### config.mk
export PLATFORM = sky130hd
export DESIGN_NAME = booth_pp_accumulator
export DESIGN_NICKNAME = d
export VERILOG_FILES = /design/src/rtl/booth_pp_accumulator.sv
export SDC_FILE = /design/constraint.sdc
export NUM_CORES = 2
export LEC_CHECK = 0
export BUFFER_PORTS_ARGS = -buffer_cell sky130_fd_sc_hd__clkbuf_2
export CAP_MARGIN = 15
export CORE_AREA = 2 2 421 423
export DETAILED_ROUTE_END_ITERATION = 8
export DIE_AREA = 0 0 423 425
export GPL_TIMING_DRIVEN = 0
export PLACE_DENSITY_LB_ADDON = 0.12
export SYNTH_ARGS = -nofsm -noshare
export SYNTH_HDL_FRONTEND = slang
export SYNTH_SLANG_ARGS = --single-unit
export TNS_END_PERCENT = 1
### constraint.sdc
create_clock -name clk -period 33 [get_ports clk]
set_clock_uncertainty 0.1 [all_clocks]
set_input_delay 1.65 -clock clk [delete_from_list [all_inputs] [get_ports clk]]
set_output_delay 1.65 -clock clk [all_outputs]
set_load 0.03 [all_outputs]
### src/rtl/booth_pp_accumulator.sv
// ---------------------------------------------------------------------------
// booth_pp_accumulator
//   Consumer end of the radix-4 Booth partial-product path. It accepts a
//   bundle of NUM_PP signed PP_W-bit partial products over a valid/ready
//   handshake, sums them PP_PER_CYCLE terms per clock, and presents the
//   PP_W-bit two's-complement product on a valid/ready output.
//
// Ports
//   clk        : single clock, rising edge
//   rst        : asynchronous, active-high reset
//   in_valid   : pp_flat carries a valid bundle
//   in_ready   : block can accept a bundle (registered)
//   pp_flat    : partial products, pp[i] = pp_flat[i*PP_W +: PP_W]
//   out_valid  : product is valid (registered)
//   out_ready  : downstream accepts the product
//   product    : sum of all partial products modulo 2^PP_W (registered)
//   busy       : high while accumulating or holding a result (registered)
// ---------------------------------------------------------------------------
module booth_pp_accumulator #(
  parameter int NUM_PP       = 16,
  parameter int PP_W         = 64,
  parameter int PP_PER_CYCLE = 4
) (
  input  logic                   clk,
  input  logic                   rst,
  input  logic                   in_valid,
  output logic                   in_ready,
  input  logic [NUM_PP*PP_W-1:0] pp_flat,
  output logic                   out_valid,
  input  logic                   out_ready,
  output logic [PP_W-1:0]        product,
  output logic                   busy
);

  localparam int BUF_W  = NUM_PP * PP_W;
  localparam int STEP_W = PP_PER_CYCLE * PP_W;
  localparam int K      = NUM_PP / PP_PER_CYCLE;
  localparam int CNT_W  = (K > 1) ? $clog2(K) : 1;
  localparam logic [CNT_W-1:0] LAST_CNT = CNT_W'(K - 1);

  localparam logic [1:0] IDLE  = 2'd0;
  localparam logic [1:0] ACCUM = 2'd1;
  localparam logic [1:0] DONE  = 2'd2;

  // The bundle must split evenly into per-cycle groups.
  generate
    if ((NUM_PP % PP_PER_CYCLE) != 0) begin : g_bad_cfg
      $error("booth_pp_accumulator: NUM_PP must be a multiple of PP_PER_CYCLE");
    end
  endgenerate

  // Sum of the PP_PER_CYCLE partial products in the lowest group.
  function automatic logic [PP_W-1:0] group_sum(input logic [STEP_W-1:0] grp);
    logic [PP_W-1:0] s;
    s = '0;
    for (int j = 0; j < PP_PER_CYCLE; j++) begin
      s = s + grp[j*PP_W +: PP_W];
    end
    return s;
  endfunction

  logic [1:0]       state_q, state_d;
  logic [BUF_W-1:0] buf_q, buf_d;
  logic [PP_W-1:0]  acc_q, acc_d;
  logic [CNT_W-1:0] cnt_q, cnt_d;
  logic [PP_W-1:0]  product_q, product_d;
  logic             out_valid_q, out_valid_d;
  logic             in_ready_q, in_ready_d;
  logic             busy_q, busy_d;
  logic [PP_W-1:0]  sum_s;

  // Running sum plus the group currently at the bottom of the buffer.
  // The buffer shifts down one group per ACCUM cycle, so the active group
  // always sits in the low bits and no dynamic indexing is needed.
  assign sum_s = acc_q + group_sum(buf_q[STEP_W-1:0]);

  // Next-state and output-register logic.
  always_comb begin
    state_d     = state_q;
    buf_d       = buf_q;
    acc_d       = acc_q;
    cnt_d       = cnt_q;
    product_d   = product_q;
    out_valid_d = out_valid_q;
    in_ready_d  = in_ready_q;
    busy_d      = busy_q;
    case (state_q)
      IDLE: begin
        if (in_valid) begin
          buf_d      = pp_flat;
          acc_d      = '0;
          cnt_d      = '0;
          in_ready_d = 1'b0;
          busy_d     = 1'b1;
          state_d    = ACCUM;
        end else begin
          state_d = IDLE;
        end
      end
      ACCUM: begin
        acc_d = sum_s;
        buf_d = buf_q >> STEP_W;
        if (cnt_q == LAST_CNT) begin
          cnt_d       = '0;
          product_d   = sum_s;
          out_valid_d = 1'b1;
          state_d     = DONE;
        end else begin
          cnt_d = cnt_q + CNT_W'(1);
        end
      end
      DONE: begin
        if (out_ready) begin
          out_valid_d = 1'b0;
          in_ready_d  = 1'b1;
          busy_d      = 1'b0;
          state_d     = IDLE;
        end else begin
          state_d = DONE;
        end
      end
      default: begin
        out_valid_d = 1'b0;
        in_ready_d  = 1'b1;
        busy_d      = 1'b0;
        cnt_d       = '0;
        state_d     = IDLE;
      end
    endcase
  end

  // State and datapath registers with asynchronous reset.
  always_ff @(posedge clk or posedge rst) begin
    if (rst) begin
      state_q     <= IDLE;
      buf_q       <= '0;
      acc_q       <= '0;
      cnt_q       <= '0;
      product_q   <= '0;
      out_valid_q <= 1'b0;
      in_ready_q  <= 1'b1;
      busy_q      <= 1'b0;
    end else begin
      state_q     <= state_d;
      buf_q       <= buf_d;
      acc_q       <= acc_d;
      cnt_q       <= cnt_d;
      product_q   <= product_d;
      out_valid_q <= out_valid_d;
      in_ready_q  <= in_ready_d;
      busy_q      <= busy_d;
    end
  end

  assign in_ready  = in_ready_q;
  assign out_valid = out_valid_q;
  assign product   = product_q;
  assign busy      = busy_q;

endmodule

==> results.cfg <==
[run_status]
status = complete, no violations

[finish]
instances_no_fill = 10900
layout_commonest_cell = nand2_1
layout.nets = 9619
syn2layout_area_growth_pct = 24.5
multi_input_area_um2 = 25500
fin_util_pct = 41.5
regArea_um2 = 29000
fillers = 18600
layout_common_cells = nand2_1 (2,206), dfrtp_1 (1,158), clkbuf_2 (1,105)
drive_gt1_share_pct = 16.7

[clocking]
post_cts_resized = 0
htreeDepth = 4
root_buffer = clkbuf_16
cts_setup_buffers = 0
clk_path_buf_depth = 3
postCtsHoldBufs = 0
cts_tree = yes
clock_sinks = 1159
clk_latency_ps = 790
path_clk_slew_ps = 60
cts_buffers = 141

[worst_setup_path]
worstSetupEndpointType = flip-flop
r2r-start = buf_q[68]
cp_max_fo = 5
critPathBufInv = 4
worst_setup_path_start_kind = flip-flop
cp_cell_sequence = inv_1, fa_1, inv_1, fa_1, inv_1, fa_1, inv_1, ha_1, a21o_1, a21oi_1, a21oi_1, nand3b_1, o311ai_1, a211oi_1, o21ai_1, nand2_1, xnor2_1, o21ai_0
cp_top_family = compound AO/OA/AOI/OAI gates
r2r_end = acc_q[54]
max_stage_delay_ps = 660
crit_type = flip-flop to flip-flop
r2r_cells = 18
cp_common_cell = inv_1
slowest_stage = o311ai_1
worstPathRequired_ps = 33530
cp.arrival_ps = 6470
rrSetupSlack_ps = 27060

[global_routing]
antenna_found_initial = 122
grt_pass1_wl_um = 413000
track_usage_pct = 32.3
grt_pass1_vias = 56500
grt_max_degree = 41
overflow = 0

[flow_run]
drv_cap = 0

[place]
portBuffers = 1094
hpwl_um = 249000
placedCellCount = 10500
gp_congestion = 0.945
dpl_worst_slack_ps = 27210

[sta]
fin_crit_sh_pct = 18.0
finalCriticalPeriod_ps = 5940
tns_ps = 0
max_freq_ghz = 0.168
rsz0062_at_grt = no
fin_ws_ps = 27060
worstMarginPinSlew_ps = 1280
relSlewSlack_pct = 14.7
slew_viol_final = 0
hold_viol_final = 0
finalSetupViolations = 0

[hold_path]
hold_path_class = flip-flop to flip-flop
min_to = acc_q[59]
min_from = acc_q[59]
hold_depth = 2

[drt]
via_count = 55800
detail_route.first_pass.iterations = 6
drc = 0
routed_wirelength_um = 295000
post_drt_wl_per_cell_um = 27.2
routed_via_density = 5.14
ant_nets = 0
drt_iter0_drc = 4554

[logic_synthesis]
syn_avg_cell_area_um2 = 8.29
synth_fp_nets = 8325
ys_ff_latch = 1159
synth_cells = 7044
synthArstFlopShare_pct = 100
synth_ff_type = dfrtp_1
synth_edf_count = 0
ys_seq_area_share_pct = 49.7
synth.distinct_cells = 65
netlist_area_um2 = 58400
yosys_warnings = 0

[floorplanning]
initial_utilization_pct = 33.3
fp.dieW_um = 423
core_area_um2 = 175000
die_y_um = 425
design.die.area_um2 = 180000
num_rows = 154
io_pins = 1095
-- final cells by class --
cell class                 count  share of cell area [%]
multi-input combinational   4836                    35.0
buffer                       485                    2.54
antenna                       68                   0.234
timing repair buffer        1151                    8.97
clock inverter                42                   0.558
tap                         2340                    4.03
inverter                     564                    2.92
sequential                  1159                    39.9
clock buffer                 211                    5.85
-- cells by family after synthesis --
family                     after synthesis  synth area share, %
and+or+nand+nor                       3399                 22.9
DFF                                   1159                 49.7
AOI/OAI and AO/OA                     1119                 11.9
buffers and inverters                 1049                 6.76
adders and majority gates              253                 7.84
xor gates and xnor gates                64                0.960
muxes                                    1               0.0171
-- sequential cells by signal, summed over array words and instances (netlist names) --
signal	cells
acc_q	64
buf_q	1024
busy	1
cnt_q	2
in_ready	1
out_valid	1
product	64
state_q	2
-- synth_stat cells, types with 43 or more instances --
master | n | area [µm²]
dfrtp_1 | 1158 | 29000
o21ai_0 | 134 | 671
a31oi_1 | 778 | 4870
ha_1 | 65 | 813
nor2_1 | 809 | 3040
xnor2_1 | 43 | 377
inv_1 | 564 | 2120
a21oi_1 | 75 | 375
nand3_1 | 309 | 1550
nand2_1 | 2206 | 8280
fa_1 | 188 | 3760
clkbuf_1 | 440 | 1650
-- worst register-to-register path, stage by stage, from the launching register on --
cell      delay [ps]
dfrtp_1          360
inv_1            180
fa_1             560
inv_1             50
fa_1             480
inv_1             50
fa_1             480
inv_1             40
ha_1             350
a21o_1           250
a21oi_1          350
a21oi_1          120
nand3b_1         320
o311ai_1         660
a211oi_1         280
o21ai_1          460
nand2_1          130
xnor2_1          420
o21ai_0          150
-- per-layer routing --
| metal | track usage, % | vias up | share of wire [%] |
|---|---|---|---|
| met5 | 0 | - | 0.10 |
| met4 | 14.0 | 46 | 4.9 |
| met3 | 5.36 | 501 | 5.4 |
| met2 | 53.2 | 1816 | 47 |
| met1 | 41.9 | 27900 | 42 |
| li1 | - | 25500 | - |
-- metrics by stage --
| stage | hold WS [ps] | cell area [µm²] |
|---|---|---|
| finish | 372 | 72700 |
| global route | 398 | 72700 |
| CTS | 373 | 72500 |
| detailed placement | 359 | 67900 |
| global placement | 351 | 66800 |
| floorplan | 339 | 58400 |
-- worst max-delay path by stage --
stage | slack [ps] | from | to | cells past startpoint
6_report | 27060 | buf_q[68] | acc_q[54] | 18
2_1_floorplan | 15250 | rst | acc_q[0] | 1
3_5_place_dp | 27210 | buf_q[68] | acc_q[54] | 18
4_1_cts | 27160 | buf_q[68] | acc_q[54] | 18
3_3_place_gp | 7230 | rst | buf_q[832] | 2
5_1_grt | 26770 | buf_q[68] | acc_q[54] | 18
Power is left out: the tool's default activity adds up to more than one toggle a clock period on the data nets, which glitch-free logic cannot reach.
